File: config.mk
export PLATFORM = sky130hd
export DESIGN_NAME = hop_chain_array
export DESIGN_NICKNAME = d
export VERILOG_FILES = /design/src/rtl/hop_chain_array.sv
export SDC_FILE = /design/constraint.sdc
export NUM_CORES = 1
export LEC_CHECK = 0
export BUFFER_PORTS_ARGS = -buffer_cell sky130_fd_sc_hd__clkbuf_2
export CAP_MARGIN = 20
export CORE_UTILIZATION = 34
export DETAILED_ROUTE_END_ITERATION = 7
export PLACE_DENSITY = 0.63
export SYNTH_ARGS = -nofsm -noshare
export SYNTH_HDL_FRONTEND = slang
export SYNTH_SLANG_ARGS = --single-unit
File: constraint.sdc
create_clock -name clock0 -period 6.2 [get_ports clock0]
set_input_delay 1.24 -clock clock0 [delete_from_list [all_inputs] [get_ports clock0]]
set_output_delay 1.24 -clock clock0 [all_outputs]
set_load 0.01 [all_outputs]
File: src/rtl/hop_chain_array.sv
// Array of independent valid-tagged delay chains with ready/valid backpressure,
// per-channel flush, per-stage clear, rotate mode and per-channel occupancy.
module hop_chain_array #(
    parameter int unsigned CHANNELS = 4,
    parameter int unsigned DEPTH    = 6,
    parameter int unsigned WIDTH    = 1,
    localparam int unsigned OCC_W   = $clog2(DEPTH + 1)
) (
    input  logic                      clock0,
    input  logic                      rst1,
    input  logic                      en,
    input  logic                      loop_mode,
    input  logic [CHANNELS-1:0]       start_valid,
    input  logic [CHANNELS*WIDTH-1:0] start_data,
    output logic [CHANNELS-1:0]       start_ready,
    input  logic [CHANNELS-1:0]       flush,
    input  logic [DEPTH-1:0]          stage_clr,
    output logic [CHANNELS-1:0]       out_valid,
    output logic [CHANNELS*WIDTH-1:0] out_data,
    input  logic [CHANNELS-1:0]       out_ready,
    output logic [CHANNELS*OCC_W-1:0] occupancy
);

    logic [CHANNELS-1:0][DEPTH-1:0]            v_q, v_d;
    logic [CHANNELS-1:0][DEPTH-1:0][WIDTH-1:0] d_q, d_d;
    logic [CHANNELS-1:0]                       adv;

    always_comb begin
        for (int c = 0; c < CHANNELS; c++) begin
            adv[c] = en & ~loop_mode & ~rst1 & (~v_q[c][DEPTH-1] | out_ready[c]);
        end
    end

    assign start_ready = adv;

    always_comb begin
        out_valid = '0;
        out_data  = '0;
        for (int c = 0; c < CHANNELS; c++) begin
            out_valid[c]                = v_q[c][DEPTH-1] & en & ~loop_mode;
            out_data[c*WIDTH +: WIDTH]  = d_q[c][DEPTH-1];
        end
    end

    always_comb begin
        occupancy = '0;
        for (int c = 0; c < CHANNELS; c++) begin
            logic [OCC_W-1:0] cnt;
            cnt = '0;
            for (int k = 0; k < DEPTH; k++) begin
                cnt = cnt + OCC_W'(v_q[c][k]);
            end
            occupancy[c*OCC_W +: OCC_W] = cnt;
        end
    end

    // Clears are applied on top of the shift/rotate result, flush last so it wins.
    always_comb begin
        v_d = v_q;
        d_d = d_q;
        for (int c = 0; c < CHANNELS; c++) begin
            if (adv[c]) begin
                v_d[c][0] = start_valid[c];
                if (start_valid[c]) begin
                    d_d[c][0] = start_data[c*WIDTH +: WIDTH];
                end
                for (int k = 1; k < DEPTH; k++) begin
                    v_d[c][k] = v_q[c][k-1];
                    d_d[c][k] = d_q[c][k-1];
                end
            end else if (en && loop_mode) begin
                v_d[c][0] = v_q[c][DEPTH-1];
                d_d[c][0] = d_q[c][DEPTH-1];
                for (int k = 1; k < DEPTH; k++) begin
                    v_d[c][k] = v_q[c][k-1];
                    d_d[c][k] = d_q[c][k-1];
                end
            end
            for (int k = 0; k < DEPTH; k++) begin
                if (stage_clr[k]) begin
                    v_d[c][k] = 1'b0;
                    d_d[c][k] = '0;
                end
            end
            if (flush[c]) begin
                v_d[c] = '0;
                d_d[c] = '0;
            end
        end
    end

    always_ff @(posedge clock0) begin
        if (rst1) begin
            v_q <= '0;
            d_q <= '0;
        end else begin
            v_q <= v_d;
            d_q <= d_d;
        end
    end

endmodule

* After elaboration in Yosys (flattened, before gate mapping)
Cells that the tools add are included.
** Word-level totals
- Register bits after elaboration :: 48
- Latch bits :: 0
- Bits in writable memories :: 0
- ROM bits :: 0
- Input port bits :: 26
- Output and inout port bits :: 24
- Memories kept :: 0
** Operators by class
- Add/subtract/negate cells :: 20
- Multipliers :: 0
- Divide/modulo/power cells :: 0
- $lt $le $gt $ge :: 0
- Equal/unequal tests :: 4
- Shifts and indexed selects :: 0
- Mux-type cells :: 20
- Bitwise operators :: 24
- Reduce and logical (&&, ||, !) cells :: 33
** Operator list (count)
- $mux W6 :: 16
- $reduce_or A3 Y1 :: 24
- $add A3 B1 Y3 :: 12
- $and A1 B1 Y1 :: 14
- $add A2 B1 Y3 :: 4
- $add A1 B1 Y2 :: 4
- $ne A2 B2 Y1 const B :: 4
- $reduce_and A2 Y1 :: 4
- $reduce_bool A2 Y1 :: 4
- $not A1 Y1 :: 6
- $mux W1 :: 4
- $or A1 B1 Y1 :: 4
- $logic_and A1 B1 Y1 :: 1

* Longest topological paths before layout
- Depth after elaboration :: 6
- Mapped depth :: 6
- Gate-level depth less buffers :: 6

* Worst setup path after synthesis
Ideal clock, no wire load.
- Kind :: register -> output
- Start point :: register v_q[12] (netlist name)
- End point :: output occupancy[7]
- Arrival time :: 2.106 ns
- Slack :: 2.854 ns
- Cell stages (with the launch flop) :: 7
- Cells stage by stage :: dfxtp_1 inv_1 fa_1 fa_1 inv_1 ha_1 fa_1
** Between the ends
- Longest elaborated chain between the ends :: 5
** Ends and longest elaborated chain
- from (decl) :: line 24 : logic [CHANNELS-1:0][DEPTH-1:0] v_q, v_d;
- from (signal assigned) :: line 97 : v_q <= v_d;
- $add A1 B1 Y2 :: line 51 : cnt = cnt + OCC_W'(v_q[c][k]);
- $add A2 B1 Y3 :: line 51
- $add A3 B1 Y3 (3 in series) :: line 51
- to (decl) :: line 21 : output logic [CHANNELS*OCC_W-1:0] occupancy
Every way passes these cells.

* Worst setup path in the final report
- Start point :: input en
- End point :: output start_ready[1]
** Between the ends
- Longest elaborated chain between the ends :: 3
** Ends and longest elaborated chain
- from (decl) :: line 11 : input logic en,
- $and A1 B1 Y1 (3 in series) :: line 30 : adv[c] = en & ~loop_mode & ~rst1 & (~v_q[c][DEPTH-1] | out_ready[c]);
- to (decl) :: line 15 : output logic [CHANNELS-1:0] start_ready,
Every way passes these cells.

==> results.cfg <==
[logic_synthesis]
ys_top_cells_by_area = dfxtp_1 (36%), fa_1 (9.1%), a21oi_1 (8.3%)
yosys_register_bits = 48
synth.most_common_cell = dfxtp_1
yosys_most_used_dff = dfxtp_1
synth_cells = 318
synthArstFlopShare_pct = 0
yosys_warnings = 0
syn_area_sq_um = 2650
yosysTopAreaCellShare_pct = 36.3
yosysUniqueCellTypes = 26
synth.cells.most_frequent = dfxtp_1 (48), a21oi_1 (44), nand3_1 (44), o21ai_1 (40), inv_1 (26)
synth_area_leader_cell = dfxtp_1
ys_seq_area_share_pct = 36.3
synth_edf_count = 0
syn-num-nets = 360
synth_area_per_cell_sq_um = 8.33

[layout]
n_antenna_cell = 0
nFillCells = 775
nets = 393
area_delta_synth_final_pct = 13.4
final_layout_size_suffix_gt1_share_pct = 20.2

[clock_tree]
cts_tree = done
ctsResizeCount = 0
htreeDepth = 2
clkSinkCount = 48
postCtsHoldBufs = 0
cts_made_buffers = 5
clock_latency_ns = 0.30
post_cts_buffers = 0
cts_buffer_depth = 2
cts-root-buf = clkbuf_8
clk_pin_slew_ns = 0.09

[critical_path]
path_max_fanout = 55
critical_path_class = in2out
worst-path-buf-inv = 3
critPathMaxStageDelay_ns = 0.66
crit_top_cell = clkbuf_2
cp.arrival_ns = 2.82
end_kind = output pin
path_delay_family = simple AND/OR/NAND/NOR gates
cp.required_ns = 4.96
path_cells = clkbuf_2 -> buf_4 -> or3b_1 -> nor2_4 -> clkbuf_2
crit_path_top_delay_cell = or3b_1
cp-start-kind = input port

[floorplanning]
dieArea_sq_um = 8150
coreArea_sq_um = 7410
start_util_pct = 35.8
die_h_um = 90.3
die_w_um = 90.3
ios = 50
rows = 31

[grt]
grt_overflow_total = 0
antenna_found_initial = 0
grt_pass1_vias = 2188
grt_pass1_wl_um = 10900
grt_start_max_net_pins = 56
grt_usage_pct = 16.4

[timing]
tightest_slew_ns = 0.743
hold_violations = 0
rsz0062_at_grt = false
fin_tns_setup_ns = 0
fin_crit_ns = 4.06
clock-skew-final_ns = 0.0105
setup_viol_count_final = 0
report.final.slew_viol_count = 0
post-route-period-util_pct = 65.4
fmax_ghz = 0.246
slew_headroom_pct = 50.4

[power]
p_seq_share_pct = 52.6
peakVddDrop_mv = 0.0966
combPwrFrac_pct = 9.7
switching_share_pct = 24.3
power_density_nw_per_um2 = 196
switchingPower_mw = 0.143
pwr-share-clk_pct = 37.8
total_power_mw = 0.588
p_leak_nw = 1.07
internal_power_mw = 0.445

[placed_design]
port_buffers = 49
hpwl_um = 4640
gp_congestion = 0.788

[drt]
postRouteAntennaNets = 0
drt_iter0_drc = 105
post_drt_via_cell_ratio = 5.29
vias = 2387
drt_wl_total_um = 6430
first_pass_iters = 5
drc = 0
post_drt_wl_per_cell_um = 14.3

[flow_run]
max_cap_violations = 0

[min_path]
hold_path_class = reg2reg

[status]
outcome = completed
==> worst reg2reg max path, cell delays in order (launching register included) <==
cell and delay, ns:
dfxtp_1 0.40, nor2b_1 0.34, nor2_4 0.09, mux2i_1 0.16
a311oi_1 0.27
==> cell families after synthesis <==
kind of cell | Yosys count | share of synthesized area [%]
and+or+nand+nor | 90 | 19.4
muxes | 4 | 1.51
buffers and inverters | 52 | 8.88
DFF | 48 | 36.3
AOI/OAI and AO/OA | 108 | 23.0
adders and majority gates | 16 | 11.0
==> layer usage <==
| layer | GRT usage [%] | vias up | share of wire [%] |
|---|---|---|---|
| met5 | 0 | - | 0 |
| met4 | 4.44 | 0 | 0.82 |
| met3 | 2.69 | 4 | 4.9 |
| met2 | 24.7 | 79 | 45 |
| met1 | 24.0 | 1113 | 50 |
| li1 | - | 1191 | - |
==> registers in the layout, summed over array words and instances, names as in the netlist <==
| signal | flops |
|---|---|
| v_q | 24 |
| d_q | 20 |
| out_data | 4 |
==> path summary, 6_finish.rpt <==
path	startpoint	to	slack, ns	cells past startpoint
max reg2reg	v_q[5]$_SDFFE_PP0P_	d_q[0]$_SDFFE_PP0P_	4.86	4
min	d_q[19]$_SDFFE_PP0P_	d_q[20]$_SDFFE_PP0P_	0.46	2
min reg2reg	d_q[19]$_SDFFE_PP0P_	d_q[20]$_SDFFE_PP0P_	0.46	2
max	en	start_ready[1]	2.14	5
==> metrics by stage <==
step	setup slack (ns)	hold WS (ns)	instance area (sq um)	util (%)	std cells
2_1_floorplan	2.85	0.439	2650	-	318
3_3_place_gp	2.16	0.445	2900	39.1	443
3_5_place_dp	2.15	0.453	2900	39.1	443
4_1_cts	2.14	0.463	3000	40.6	451
5_1_grt	2.06	0.480	3000	40.6	451
6_report	2.14	0.462	3000	40.6	451
==> area by class of cell <==
class,instances,area [sq um],share of cell area [%]
clock buffers,6,72.6,2.42
flip-flops and latches,48,961,32.0
inverters,28,105,3.50
multi-input cells,218,1450,48.4
clock inverters,2,35.0,1.17
well taps,99,124,4.12
repair buffers,50,253,8.41
==> cells in the final DEF (no fill, tap or decap), drive strengths merged, types with 5 or more instances in the layout <==
cell,synthesis,routed
a21oi,48,48
clkbuf,10,55
dfxtp,48,48
fa,12,12
inv,28,28
nand2,5,5
nand3,44,44
o21ai,40,40
or3,24,24
==> power groups by stage <==
stage	Combinational, mW	Clock (mW)	Sequential [mW]
finish	0.0568	0.222	0.309
global route	0.0627	0.244	0.309
CTS	0.0565	0.228	0.309
detailed placement	0.0564	0	0.316
global placement	0.0558	0	0.316
floorplan	0.0368	0	0.316
(Power assumes the default switching activity.)
